===== src/rtl/uart_pkg.sv =====
// rtl/uart_pkg.sv - shared constants and state encodings for the UART transceiver
package uart_pkg;

    localparam int CLK_FREQ     = 32_000_000;
    localparam int BAUD         = 115_200;
    localparam int CLKS_PER_BIT = (CLK_FREQ + BAUD / 2) / BAUD;

    typedef enum logic [1:0] {
        TX_IDLE  = 2'd0,
        TX_START = 2'd1,
        TX_DATA  = 2'd2,
        TX_STOP  = 2'd3
    } tx_state_t;

    typedef enum logic [2:0] {
        RX_IDLE      = 3'd0,
        RX_START     = 3'd1,
        RX_DATA      = 3'd2,
        RX_STOP      = 3'd3,
        RX_WAIT_IDLE = 3'd4
    } rx_state_t;

endpackage


===== src/rtl/uart_rx.sv =====
// rtl/uart_rx.sv - 8N1 receiver with input synchroniser, mid-bit sampling and one-cycle valid strobe
module uart_rx #(
    parameter int CLKS_PER_BIT = uart_pkg::CLKS_PER_BIT
) (
    input  logic       clk,
    input  logic       rst,
    input  logic       din,
    output logic [7:0] data_rx,
    output logic       valid
);
    import uart_pkg::*;

    localparam int               CNT_W     = $clog2(CLKS_PER_BIT);
    localparam logic [CNT_W-1:0] BIT_LAST  = CNT_W'(CLKS_PER_BIT - 1);
    localparam logic [CNT_W-1:0] HALF_LAST = CNT_W'(CLKS_PER_BIT / 2 - 1);

    logic             din_meta;
    logic             din_sync;
    rx_state_t        rx_state;
    logic [CNT_W-1:0] cnt;
    logic [2:0]       bit_idx;
    logic [7:0]       shreg;

    always_ff @(posedge clk or posedge rst) begin
        if (rst) begin
            din_meta <= 1'b1;
            din_sync <= 1'b1;
            rx_state <= RX_IDLE;
            cnt      <= '0;
            bit_idx  <= '0;
            shreg    <= '0;
            data_rx  <= '0;
            valid    <= 1'b0;
        end else begin
            din_meta <= din;
            din_sync <= din_meta;
            valid    <= 1'b0;
            case (rx_state)
                // IDLE is only entered with the line high, so a low here is a falling edge
                RX_IDLE: begin
                    cnt     <= '0;
                    bit_idx <= '0;
                    if (!din_sync) rx_state <= RX_START;
                end
                RX_START: begin
                    if (cnt == HALF_LAST) begin
                        cnt      <= '0;
                        rx_state <= din_sync ? RX_IDLE : RX_DATA;
                    end else begin
                        cnt <= cnt + 1'b1;
                    end
                end
                RX_DATA: begin
                    if (cnt == BIT_LAST) begin
                        cnt     <= '0;
                        shreg   <= {din_sync, shreg[7:1]};
                        bit_idx <= bit_idx + 1'b1;
                        if (bit_idx == 3'd7) rx_state <= RX_STOP;
                    end else begin
                        cnt <= cnt + 1'b1;
                    end
                end
                RX_STOP: begin
                    if (cnt == BIT_LAST) begin
                        cnt <= '0;
                        if (din_sync) begin
                            data_rx  <= shreg;
                            valid    <= 1'b1;
                            rx_state <= RX_IDLE;
                        end else begin
                            rx_state <= RX_WAIT_IDLE;
                        end
                    end else begin
                        cnt <= cnt + 1'b1;
                    end
                end
                RX_WAIT_IDLE: begin
                    if (din_sync) rx_state <= RX_IDLE;
                end
                default: rx_state <= RX_IDLE;
            endcase
        end
    end

endmodule


===== src/rtl/uart_tx.sv =====
// rtl/uart_tx.sv - 8N1 transmitter; byte latched on accept, registered glitch-free dout
module uart_tx #(
    parameter int CLKS_PER_BIT = uart_pkg::CLKS_PER_BIT
) (
    input  logic                clk,
    input  logic                rst,
    input  logic                en,
    input  logic [7:0]          data_tx,
    output logic                rdy,
    output logic                dout,
    output uart_pkg::tx_state_t state
);
    import uart_pkg::*;

    localparam int               CNT_W    = $clog2(CLKS_PER_BIT);
    localparam logic [CNT_W-1:0] BIT_LAST = CNT_W'(CLKS_PER_BIT - 1);

    logic [CNT_W-1:0] cnt;
    logic [2:0]       bit_idx;
    logic [7:0]       shreg;

    always_ff @(posedge clk or posedge rst) begin
        if (rst) begin
            state   <= TX_IDLE;
            dout    <= 1'b1;
            rdy     <= 1'b1;
            cnt     <= '0;
            bit_idx <= '0;
            shreg   <= '0;
        end else begin
            case (state)
                TX_IDLE: begin
                    if (en) begin
                        shreg <= data_tx;
                        state <= TX_START;
                        rdy   <= 1'b0;
                        dout  <= 1'b0;
                        cnt   <= '0;
                    end
                end
                TX_START: begin
                    if (cnt == BIT_LAST) begin
                        cnt     <= '0;
                        bit_idx <= '0;
                        state   <= TX_DATA;
                        dout    <= shreg[0];
                        shreg   <= {1'b0, shreg[7:1]};
                    end else begin
                        cnt <= cnt + 1'b1;
                    end
                end
                TX_DATA: begin
                    if (cnt == BIT_LAST) begin
                        cnt <= '0;
                        if (bit_idx == 3'd7) begin
                            state <= TX_STOP;
                            dout  <= 1'b1;
                        end else begin
                            bit_idx <= bit_idx + 1'b1;
                            dout    <= shreg[0];
                            shreg   <= {1'b0, shreg[7:1]};
                        end
                    end else begin
                        cnt <= cnt + 1'b1;
                    end
                end
                TX_STOP: begin
                    if (cnt == BIT_LAST) begin
                        cnt   <= '0;
                        state <= TX_IDLE;
                        rdy   <= 1'b1;
                    end else begin
                        cnt <= cnt + 1'b1;
                    end
                end
                default: state <= TX_IDLE;
            endcase
        end
    end

endmodule


===== src/rtl/uart_transceiver.sv =====
// rtl/uart_transceiver.sv - 8N1 UART with independent receive and transmit paths
module uart_transceiver #(
    parameter int CLK_FREQ     = uart_pkg::CLK_FREQ,
    parameter int BAUD         = uart_pkg::BAUD,
    parameter int CLKS_PER_BIT = (CLK_FREQ + BAUD / 2) / BAUD
) (
    input  logic       clk,
    input  logic       rst,
    input  logic       din,
    output logic [7:0] data_rx,
    output logic       valid,
    input  logic       en,
    input  logic [7:0] data_tx,
    output logic       rdy,
    output logic       dout,
    output logic [1:0] state
);
    import uart_pkg::*;

    tx_state_t tx_state;

    uart_rx #(
        .CLKS_PER_BIT(CLKS_PER_BIT)
    ) u_rx (
        .clk     (clk),
        .rst     (rst),
        .din     (din),
        .data_rx (data_rx),
        .valid   (valid)
    );

    uart_tx #(
        .CLKS_PER_BIT(CLKS_PER_BIT)
    ) u_tx (
        .clk     (clk),
        .rst     (rst),
        .en      (en),
        .data_tx (data_tx),
        .rdy     (rdy),
        .dout    (dout),
        .state   (tx_state)
    );

    assign state = tx_state;

endmodule


===== config.mk =====
export PLATFORM = sky130hd
export DESIGN_NAME = uart_transceiver
export DESIGN_NICKNAME = d
export VERILOG_FILES = /design/src/rtl/uart_pkg.sv /design/src/rtl/uart_rx.sv /design/src/rtl/uart_tx.sv /design/src/rtl/uart_transceiver.sv
export SDC_FILE = /design/constraint.sdc
export NUM_CORES = 1
export LEC_CHECK = 0
export BUFFER_PORTS_ARGS = -buffer_cell sky130_fd_sc_hd__buf_2
export CAP_MARGIN = 20
export CORE_ASPECT_RATIO = 2
export CORE_MARGIN = 2
export CORE_UTILIZATION = 40
export DETAILED_ROUTE_END_ITERATION = 6
export PLACE_DENSITY_LB_ADDON = 0.15
export SLEW_MARGIN = 10
export SYNTH_ARGS = -nofsm -noshare
export SYNTH_HDL_FRONTEND = slang
export SYNTH_SLANG_ARGS = --single-unit

===== constraint.sdc =====
create_clock -name clk -period 6 [get_ports clk]
set_input_delay 0.6 -clock clk [delete_from_list [all_inputs] [get_ports clk]]
set_output_delay 0.6 -clock clk [all_outputs]
set_load 0.01 [all_outputs]

==> results.txt, run 1 <==
initial antenna violation count = 0
Clock Power Share = 0.525
post-synthesis async set-or-reset flop share = 1.00
hold violation total from the final report = 0
Lkg Pwr = 1.66 nW
TritonCTS sink count = 58
Comb pwr share = 0.017
Final nets = 332
Cell Area, Synth = 3050 um^2
IO Pins = 25
drt initial violations = 97
Post-DRT Antenna Nets = 0
CP startpoint = u_tx.state[0]
Initial Util = 0.407
vias in the first global route = 2,144
worst hold path class = flip-flop to flip-flop
share of the synthesized area in the top cell type = 0.443
Slew @ Worst Pin = 0.723 ns
Max transition margin = 0.518
Port-buffer cells = 24
hold slack = 0.361 ns
EDFF count, synth = 0
Vias = 2,189
dpl hpwl = 4.04 mm
Congestion Overflow GR = 0
reg-to-reg slack, setup = 3.78 ns
# diodes = 0
Post-CTS Setup Inserts = 0
Avg Cell Area, Syn = 11.0 um^2
fin. max-slew vios = 0
synthesis-to-layout area growth = 15.7%
Area contributors post-synth = dfrtp_1, mux2_2, ha_1
Post-Route WL = 5.74 mm
Row Count = 45
RSZ-0062 raised after global routing = false
share of layout cells above drive strength 1 = 0.260
clk_skew = 0.00320 ns
reg2reg end = u_tx.shreg[1]
cts repair resizes = 0
Die X = 65.7 um
max-cap violation count = 0
WP data arrival = 2.42 ns
Int Pwr = 686 uW
Vias/cell = 5.40
Ys Warns = 0
top_reg_cell synth = dfrtp_1
clk slew on worst S/H paths = 0.05 ns
maximum fanout along the worst path = 12
CP Cell Sequence = inv_1 -> ha_1 -> nor2b_1 -> nor2_1 -> o211ai_4 -> mux2_2
TritonCTS buffer count = 9
cts hold-fix bufs = 0
Clock Tree Buf Depth = 2
cell taking the most area after synthesis = dfrtp_1
Finished Core Util = 0.471
drc violations = 0
post-layout min period = 2.22 ns
TritonCTS clock tree = yes
DP Worst Slack = 3.79 ns
most common cell after layout, fill and taps aside = dfrtp_1
gpl congestion = 0.821
pwr/cell area = 244 nW/um^2
Clk Latency, worst-skew pair = 0.32 ns
#FFs+latches synth = 58
RR Startpoint = u_tx.state[0]
Total GRT Usage = 0.157
worst setup path end = u_tx.shreg[1]
sequential fraction of design power = 0.459
die area = 8380 um^2
crit share post-route = 0.369
sequential area share after synthesis = 0.478
Crit Path Class = flip-flop to flip-flop
depth of the most critical reg-to-reg path = 6
count of cell types in the netlist = 47
Max Freq = 451 MHz
Root Buffer = clkbuf_16
switching part of the total = 0.202
Syn Nets = 302
maximum VDD drop = 0.187 mV
Worst EP required = 6.21 ns
# setup viols final = 0
Max stage delay on crit path = 0.45 ns
Worst Setup End Kind = flip-flop
Syn Inst Count = 276
drt pass-1 iters = 4
Routed WL per cell = 14.2 um
Startpoint Class = flip-flop
commonest cells after routing, fill and taps aside = dfrtp_1, buf_2, mux2_2
first-pass GRT wire length = 10.1 mm
PnR worst setup slack = 3.78 ns
switching power = 173 uW
CTS H-Tree Depth = 3
Core Footprint = 7490 um^2
status = completed
DIE HEIGHT = 127 um
total design power = 859 uW
setup tns final = 0 ns
CP max stage cell = nor2b_1
largest net degree at the start of global routing = 59
==> synthesized netlist by cell type (2+ instances only) <==
library cell and number:
dfrtp_1 54, mux2_2 23, nand2_1 19, inv_1 18, a21oi_1 14, ha_1 14, nor2_1 13, o21ai_0 13
mux2i_1 10, nand3_1 10, mux2_4 8, nor3_1 8, and2_1 5, and3_1 5, a22o_1 4, clkbuf_1 4
dfstp_2 4, nand2b_1 4, o211ai_1 4, a211oi_1 3, and4bb_2 3, nand4_1 3, nor2b_1 3, o2bb2ai_1 3
o22ai_1 2, o31a_1 2, o31ai_1 2, or3_1 2
==> state kept, by name, indices dropped and copies added, names as in the netlist <==
signal / cells
u_rx.cnt: 9
u_tx.cnt: 9
u_rx.data_rx: 8
u_rx.shreg: 8
u_tx.shreg: 8
u_rx.bit_idx: 3
u_rx.rx_state: 3
u_tx.bit_idx: 3
u_tx.state: 2
u_rx.din_meta: 1
u_rx.din_sync: 1
u_rx.valid: 1
u_tx.dout: 1
u_tx.rdy: 1
==> metrics by stage <==
step	cell area [um^2]	cells
final	3530	405
after global routing	3530	405
after CTS	3530	405
after detailed placement	3260	389
after global placement	3260	389
after floorplan	3050	276
==> power by group through the flow <==
stage	Combinational [mW]	Sequential [mW]	Clock (mW)
2_1_floorplan	0.00823	0.400	0
3_3_place_gp	0.0147	0.400	0
3_5_place_dp	0.0150	0.400	0
4_1_cts	0.0152	0.394	0.465
5_1_grt	0.0168	0.394	0.483
6_report	0.0143	0.394	0.451
==> cell families after synthesis <==
group,share of synthesized area
flops,0.478
buf+inv,0.0324
simple gates,0.140
mux,0.157
fa+ha+maj,0.0574
compound gates,0.136
==> per-layer routing <==
| layer | share of wire | global-route usage |
|---|---|---|
| met5 | 0 | 0 |
| met1 | 0.47 | 0.213 |
| met3 | 0.043 | 0.0502 |
| met2 | 0.47 | 0.223 |
| met4 | 0.020 | 0.0772 |
==> worst min-delay path by stage <==
stage / start / cells past startpoint / endpoint / slack, ns
after global placement: u_rx.din_meta / 0 / u_rx.din_sync / 0.35
final: u_rx.din_meta / 0 / u_rx.din_sync / 0.36
after floorplan: u_rx.din_meta / 0 / u_rx.din_sync / 0.35
after detailed placement: u_rx.din_meta / 0 / u_rx.din_sync / 0.35
after global routing: u_rx.din_meta / 0 / u_rx.din_sync / 0.36
after CTS: u_rx.din_meta / 0 / u_rx.din_sync / 0.36
==> worst max-delay path: cells and delay by family, from the launching register on <==
kind / cells / cell delay, ns
multiplexers: 1 / 0.38
AO/OA/AOI/OAI: 1 / 0.18
adder cells (fa/ha/maj): 1 / 0.40
flip-flops: 1 / 0.42
AND/OR/NAND/NOR: 2 / 0.59
buffers and inverters: 1 / 0.13
==> final cells by class <==
cell class | instances | area (um^2)
Fill cell | 710 | 3960
Timing Repair Buffer | 25 | 128
Sequential cell | 58 | 1460
Clock inverter | 3 | 15.0
Multi-Input combinational cell | 194 | 1490
Inverter | 18 | 67.6
Tap cell | 94 | 118
Clock buffer | 13 | 250
Power figures use the tool's default switching activity.
==> run 2: changes to the inputs <==
--- a/config.mk
+++ b/config.mk
@@ -5,6 +5,7 @@
 export SDC_FILE = /design/constraint.sdc
 export NUM_CORES = 1
 export LEC_CHECK = 0
+export ABC_AREA = 1
 export BUFFER_PORTS_ARGS = -buffer_cell sky130_fd_sc_hd__buf_2
 export CAP_MARGIN = 20
 export CORE_ASPECT_RATIO = 2
==> constraint.sdc (replaced) <==
create_clock -name clk -period 2.08 [get_ports clk]
set_input_delay 0.208 -clock clk [delete_from_list [all_inputs] [get_ports clk]]
set_output_delay 0.208 -clock clk [all_outputs]
set_load 0.01 [all_outputs]
==> results.txt, run 2 <==
status = completed
# setup viols final = 0
share of the synthesized area in the top cell type = 0.447
post-synthesis async set-or-reset flop share = 1.00
count of cell types in the netlist = 34
Worst Setup End Kind = flip-flop
drt pass-1 iters = 4
Total GRT Usage = 0.170
worst hold path class = input pin to flip-flop
die area = 8300 um^2
initial antenna violation count = 0
Max Freq = 570 MHz
top-count cell post-synth = nand2_1
vias in the first global route = 2,409
Slew @ Worst Pin = 0.518 ns
cell taking the most area after synthesis = dfrtp_1
cell area after layout = 3610 um^2
dpl hpwl = 4.45 mm
# diodes = 0
clk slew on worst S/H paths = 0.05 ns
maximum VDD drop = 0.577 mV
mux cell area share after synthesis = 0.0232
Syn Inst Count = 342
Clk Latency, worst-skew pair = 0.33 ns
pwr/cell area = 1200 nW/um^2
Vias = 2,317
TritonCTS sink count = 58
most common cell after layout, fill and taps aside = nand2_1
share of layout cells above drive strength 1 = 0.219
maximum fanout along the worst path = 16
Vias/cell = 4.92
most frequent cells after synthesis = nand2_1, dfrtp_1, inv_1
depth of the most critical reg-to-reg path = 8
post-layout min period = 1.75 ns
drc violations = 0
Crit Path Class = flip-flop to flip-flop
DP Worst Slack = 0.320 ns
adder-cell share of the synthesized area = 0.0580
PnR worst setup slack = 0.327 ns
Worst EP required = 2.29 ns
Ys Warns = 0
max-cap violation count = 0
Avg Cell Area, Syn = 8.83 um^2
Syn Nets = 368
crit share post-route = 0.843
Post-DRT Antenna Nets = 0
DIE HEIGHT = 127 um
Post-Synth Simple-Gate Area = 0.238
Post-Route WL = 5.95 mm
biggest regs = u_rx.cnt (9), u_tx.cnt (9)
commonest cells after routing, fill and taps aside = nand2_1, dfrtp_1, inv_1
hold path depth = 3
Initial Util = 0.416
gpl congestion = 0.826
drt initial violations = 143
Area contributors post-synth = dfrtp_1, nand2_1, ha_1
synthesis-to-layout area growth = 19.4%
TritonCTS clock tree = yes
TritonCTS buffer count = 9
synthesized-area fraction occupied by ao, oa, aoi and oai cells = 0.109
Final nets = 401
Port-buffer cells = 24
Startpoint Class = flip-flop
EDFF count, synth = 0
setup tns final = 0 ns
Root Buffer = clkbuf_16
Row Count = 44
CTS H-Tree Depth = 3
combinational family with the most area after synthesis = simple AND/OR/NAND/NOR gates
clk_skew = 0.00603 ns
largest net degree at the start of global routing = 28
first-pass GRT wire length = 10.8 mm
top_reg_cell synth = dfrtp_1
Die X = 65.4 um
hold slack = 0.141 ns
RSZ-0062 raised after global routing = false
DP Area = 3240 um^2
Core Footprint = 7270 um^2
hold violation total from the final report = 0
Lkg Pwr = 1.81 nW
Cell Area, Synth = 3020 um^2
Congestion Overflow GR = 0
Clock Tree Buf Depth = 2
XOR/XNOR Fraction of Synth Area = 0.0203
WP data arrival = 1.97 ns
IO Pins = 25
Routed WL per cell = 12.6 um
Finished Core Util = 0.496
#FFs+latches synth = 58
fin. max-slew vios = 0
sequential area share after synthesis = 0.482
Max transition margin = 0.654
[run 2: cell count changes in the layout (fill, tap and decap cells not counted), sizes merged, moves of 5 or more]
cell,previous run,this run
nand3,10,22
xor2,0,6
and3,5,0
mux2,31,0
nand2,19,96
inv,18,42
o21ai,14,34
nor2,13,21
a21oi,14,8
[run 2: routing by layer]
layer | routed length (um) | global-route usage
met2 | 3280 | 0.301
met5 | 0 | 0
met4 | 146 | 0.0821
met1 | 2320 | 0.178
met3 | 197 | 0.0523
[run 2: final cells by class]
| type | instances | area, um^2 |
|---|---|---|
| Clock buffer | 11 | 253 |
| Clock inverter | 4 | 98.8 |
| Fill cell | 736 | 3660 |
| Inverter | 42 | 160 |
| Multi-Input combinational cell | 236 | 1360 |
| Sequential cell | 58 | 1460 |
| Tap cell | 92 | 115 |
| Timing Repair Buffer | 28 | 168 |
[run 2: through the flow]
stage | total power [mW] | instances
final | 4.31 | 471
after CTS | 4.37 | 471
after global placement | 2.60 | 454
after detailed placement | 2.62 | 454
after global routing | 4.62 | 471
after floorplan | 2.41 | 342
[run 2: cells by family (layout without fill, tap and decap cells)]
group / after synthesis / count (layout)
muxes: 7 / 7
buffers and inverters: 48 / 85
adders and majority gates: 14 / 14
xor gates and xnor gates: 7 / 7
AOI/OAI and AO/OA: 51 / 51
and+or+nand+nor: 157 / 157
DFF: 58 / 58
[run 2: worst max-delay path, stage by stage, from the launching register on]
cell and delay, ns:
dfrtp_1 0.43, inv_1 0.11, ha_1 0.24, inv_2 0.11
nor2_4 0.07, nor2_1 0.24, nand3_4 0.25, nand2_1 0.14
o21ai_2 0.05
[run 2: repair_timing]
item                      4_1_cts  5_1_grt
resized for setup               0        0
hold endpoints to repair       20        0
buffers inserted                0        0
hold buffers                    2        0
[run 2: power breakdown]
part           total, mW  internal, mW  switching, mW
clock network       1.73          1.23          0.505
registers           1.45          1.31          0.132
logic               1.13         0.455          0.677
[run 2: path summary, 6_finish.rpt]
check | to | start | slack, ns
setup reg to reg | u_tx.shreg[0] | u_tx.state[0] | 0.33
hold / removal | u_tx.shreg[7] | data_tx[7] | 0.14
max in group asynchronous | u_rx.din_meta | rst | 1.04
setup / recovery | u_tx.shreg[0] | u_tx.state[0] | 0.33
hold reg to reg | u_rx.din_sync | u_rx.din_meta | 0.36
min in group asynchronous | u_rx.data_rx[4] | rst | 0.44
==> run 3: changes to the inputs <==
==> constraint.sdc (replaced) <==
create_clock -name clk -period 1.8 [get_ports clk]
set_input_delay 0.18 -clock clk [delete_from_list [all_inputs] [get_ports clk]]
set_output_delay 0.18 -clock clk [all_outputs]
set_load 0.01 [all_outputs]
==> results.txt, run 3 (synthesized netlist as in run 2, its figures left out) <==
status = completed
cell count after placement = 456
commonest cells after routing, fill and taps aside = nand2_1, dfrtp_1, inv_1
CTS H-Tree Depth = 3
Max Freq = 603 MHz
total design power = 4.82 mW
Max stage delay on crit path = 0.41 ns
first-pass GRT wire length = 10.8 mm
crit share post-route = 0.921
RSZ-0062 raised after global routing = false
CP Cell Sequence = inv_1 -> ha_1 -> nand2_1 -> nor2_1 -> nand2_2 -> inv_4 -> nand3_2 -> nand2_1 -> nand2_1
IO Pins = 25
share of layout cells above drive strength 1 = 0.234
TritonCTS clock tree = yes
Initial Util = 0.416
# diodes = 0
hold slack = 0.118 ns
Slew @ Worst Pin = 0.535 ns
Routed WL per cell = 13.2 um
multi-input logic area = 1400 um^2
vias in the first global route = 2,372
Total GRT Usage = 0.169
Row Count = 44
Worst EP required = 2.01 ns
Congestion Overflow GR = 0
fill count = 739
drc violations = 0
Port-buffer cells = 24
dpl hpwl = 4.50 mm
DIE HEIGHT = 127 um
Worst Setup End Kind = flip-flop
post-layout min period = 1.66 ns
die area = 8300 um^2
Vias = 2,344
Root Buffer = clkbuf_16
Clk Latency, worst-skew pair = 0.32 ns
Layout Cells excl Fill = 476
Top delay family on crit path = simple AND/OR/NAND/NOR gates
most frequent CP cell = nand2_1
max-cap violation count = 0
TritonCTS buffer count = 9
CP max stage cell = dfrtp_1
setup tns final = 0 ns
clk slew on worst S/H paths = 0.05 ns
WP buf/inv = 2
Core Footprint = 7270 um^2
# setup viols final = 0
clk_skew = 0.00962 ns
Final nets = 405
maximum VDD drop = 0.649 mV
Max transition margin = 0.643
pwr/cell area = 1330 nW/um^2
drt initial violations = 103
Post-DRT Antenna Nets = 0
fin. max-slew vios = 0
Post-Route WL = 6.28 mm
most common cell after layout, fill and taps aside = nand2_1
gpl congestion = 0.825
TritonCTS sink count = 58
drt pass-1 iters = 4
WP data arrival = 1.87 ns
DP Area = 3250 um^2
Startpoint Class = flip-flop
synthesis-to-layout area growth = 19.8%
Lkg Pwr = 1.80 nW
maximum fanout along the worst path = 8
worst hold path class = input pin to flip-flop
biggest regs = u_rx.cnt (9), u_tx.cnt (9)
Reg area = 1460 um^2
hold violation total from the final report = 0
cell area after layout = 3620 um^2
Die X = 65.4 um
largest net degree at the start of global routing = 43
Clock Tree Buf Depth = 2
initial antenna violation count = 0
Vias/cell = 4.92
Crit Path Class = flip-flop to flip-flop
==> run 3: cell types whose count changed in the layout (fill, tap and decap cells not counted), moves of 2 or more <==
cell and change:
buf_4 +2, clkbuf_1 +3, nor2_1 -2, nand3_2 +2, bufinv_16 -2
==> run 3: cell type report <==
class                           count  share of cell area
Sequential cell                    58               0.403
Multi-Input combinational cell    238               0.387
Clock buffer                       14              0.0729
Timing Repair Buffer               30              0.0505
Inverter                           42              0.0442
Tap cell                           92              0.0318
Clock inverter                      2              0.0104
==> run 3: path summary, 6_finish.rpt <==
path,from,slack (ns),cells past startpoint,endpoint
max in group asynchronous,rst,0.82,4,u_tx.dout
worst max register to register,u_rx.cnt[1],0.14,9,u_rx.data_rx[0]
worst max-delay path,u_rx.cnt[1],0.14,9,u_rx.data_rx[0]
worst min register to register,u_rx.din_meta,0.35,0,u_rx.din_sync
worst min-delay path,data_tx[7],0.12,3,u_tx.shreg[7]
min in group asynchronous,rst,0.38,3,u_rx.data_rx[5]
==> run 3: metrics by stage <==
| step | util | worst slack (ns) |
|---|---|---|
| 6_report | 0.498 | 0.142 |
| 5_1_grt | 0.498 | 0.00777 |
| 4_1_cts | 0.492 | 0.0403 |
| 3_5_place_dp | 0.447 | 0.0562 |
| 3_3_place_gp | 0.447 | 0.119 |
| 2_1_floorplan | - | 0.120 |
==> run 3: layer usage <==
layer | wire length, um | up-vias | track usage
met5 | 0 | - | 0
met4 | 186 | 0 | 0.0931
met3 | 163 | 16 | 0.0443
met2 | 3540 | 34 | 0.295
met1 | 2390 | 1110 | 0.180
li1 | - | 1184 | -
==> run 3: worst min-delay path: stages <==
cell	delay, ns
buf_2	0.10
nand2_1	0.07
o21ai_2	0.05
==> run 3: what timing repair did <==
| item | in CTS | in global routing |
|---|---|---|
| hold endpoints to repair | 15 | 0 |
| setup buffers | 0 | 0 |
| endpoints found under the setup margin | 0 | 16 |
| hold buffers | 2 | 0 |
| gates resized for setup | 0 | 7 |
==> run 3: power by group <==
part / internal [mW] / switching, mW / total [mW]
clock network: 1.15 / 0.555 / 1.70
logic: 0.576 / 0.872 / 1.45
registers: 1.52 / 0.151 / 1.67
total: 3.24 / 1.58 / 4.82
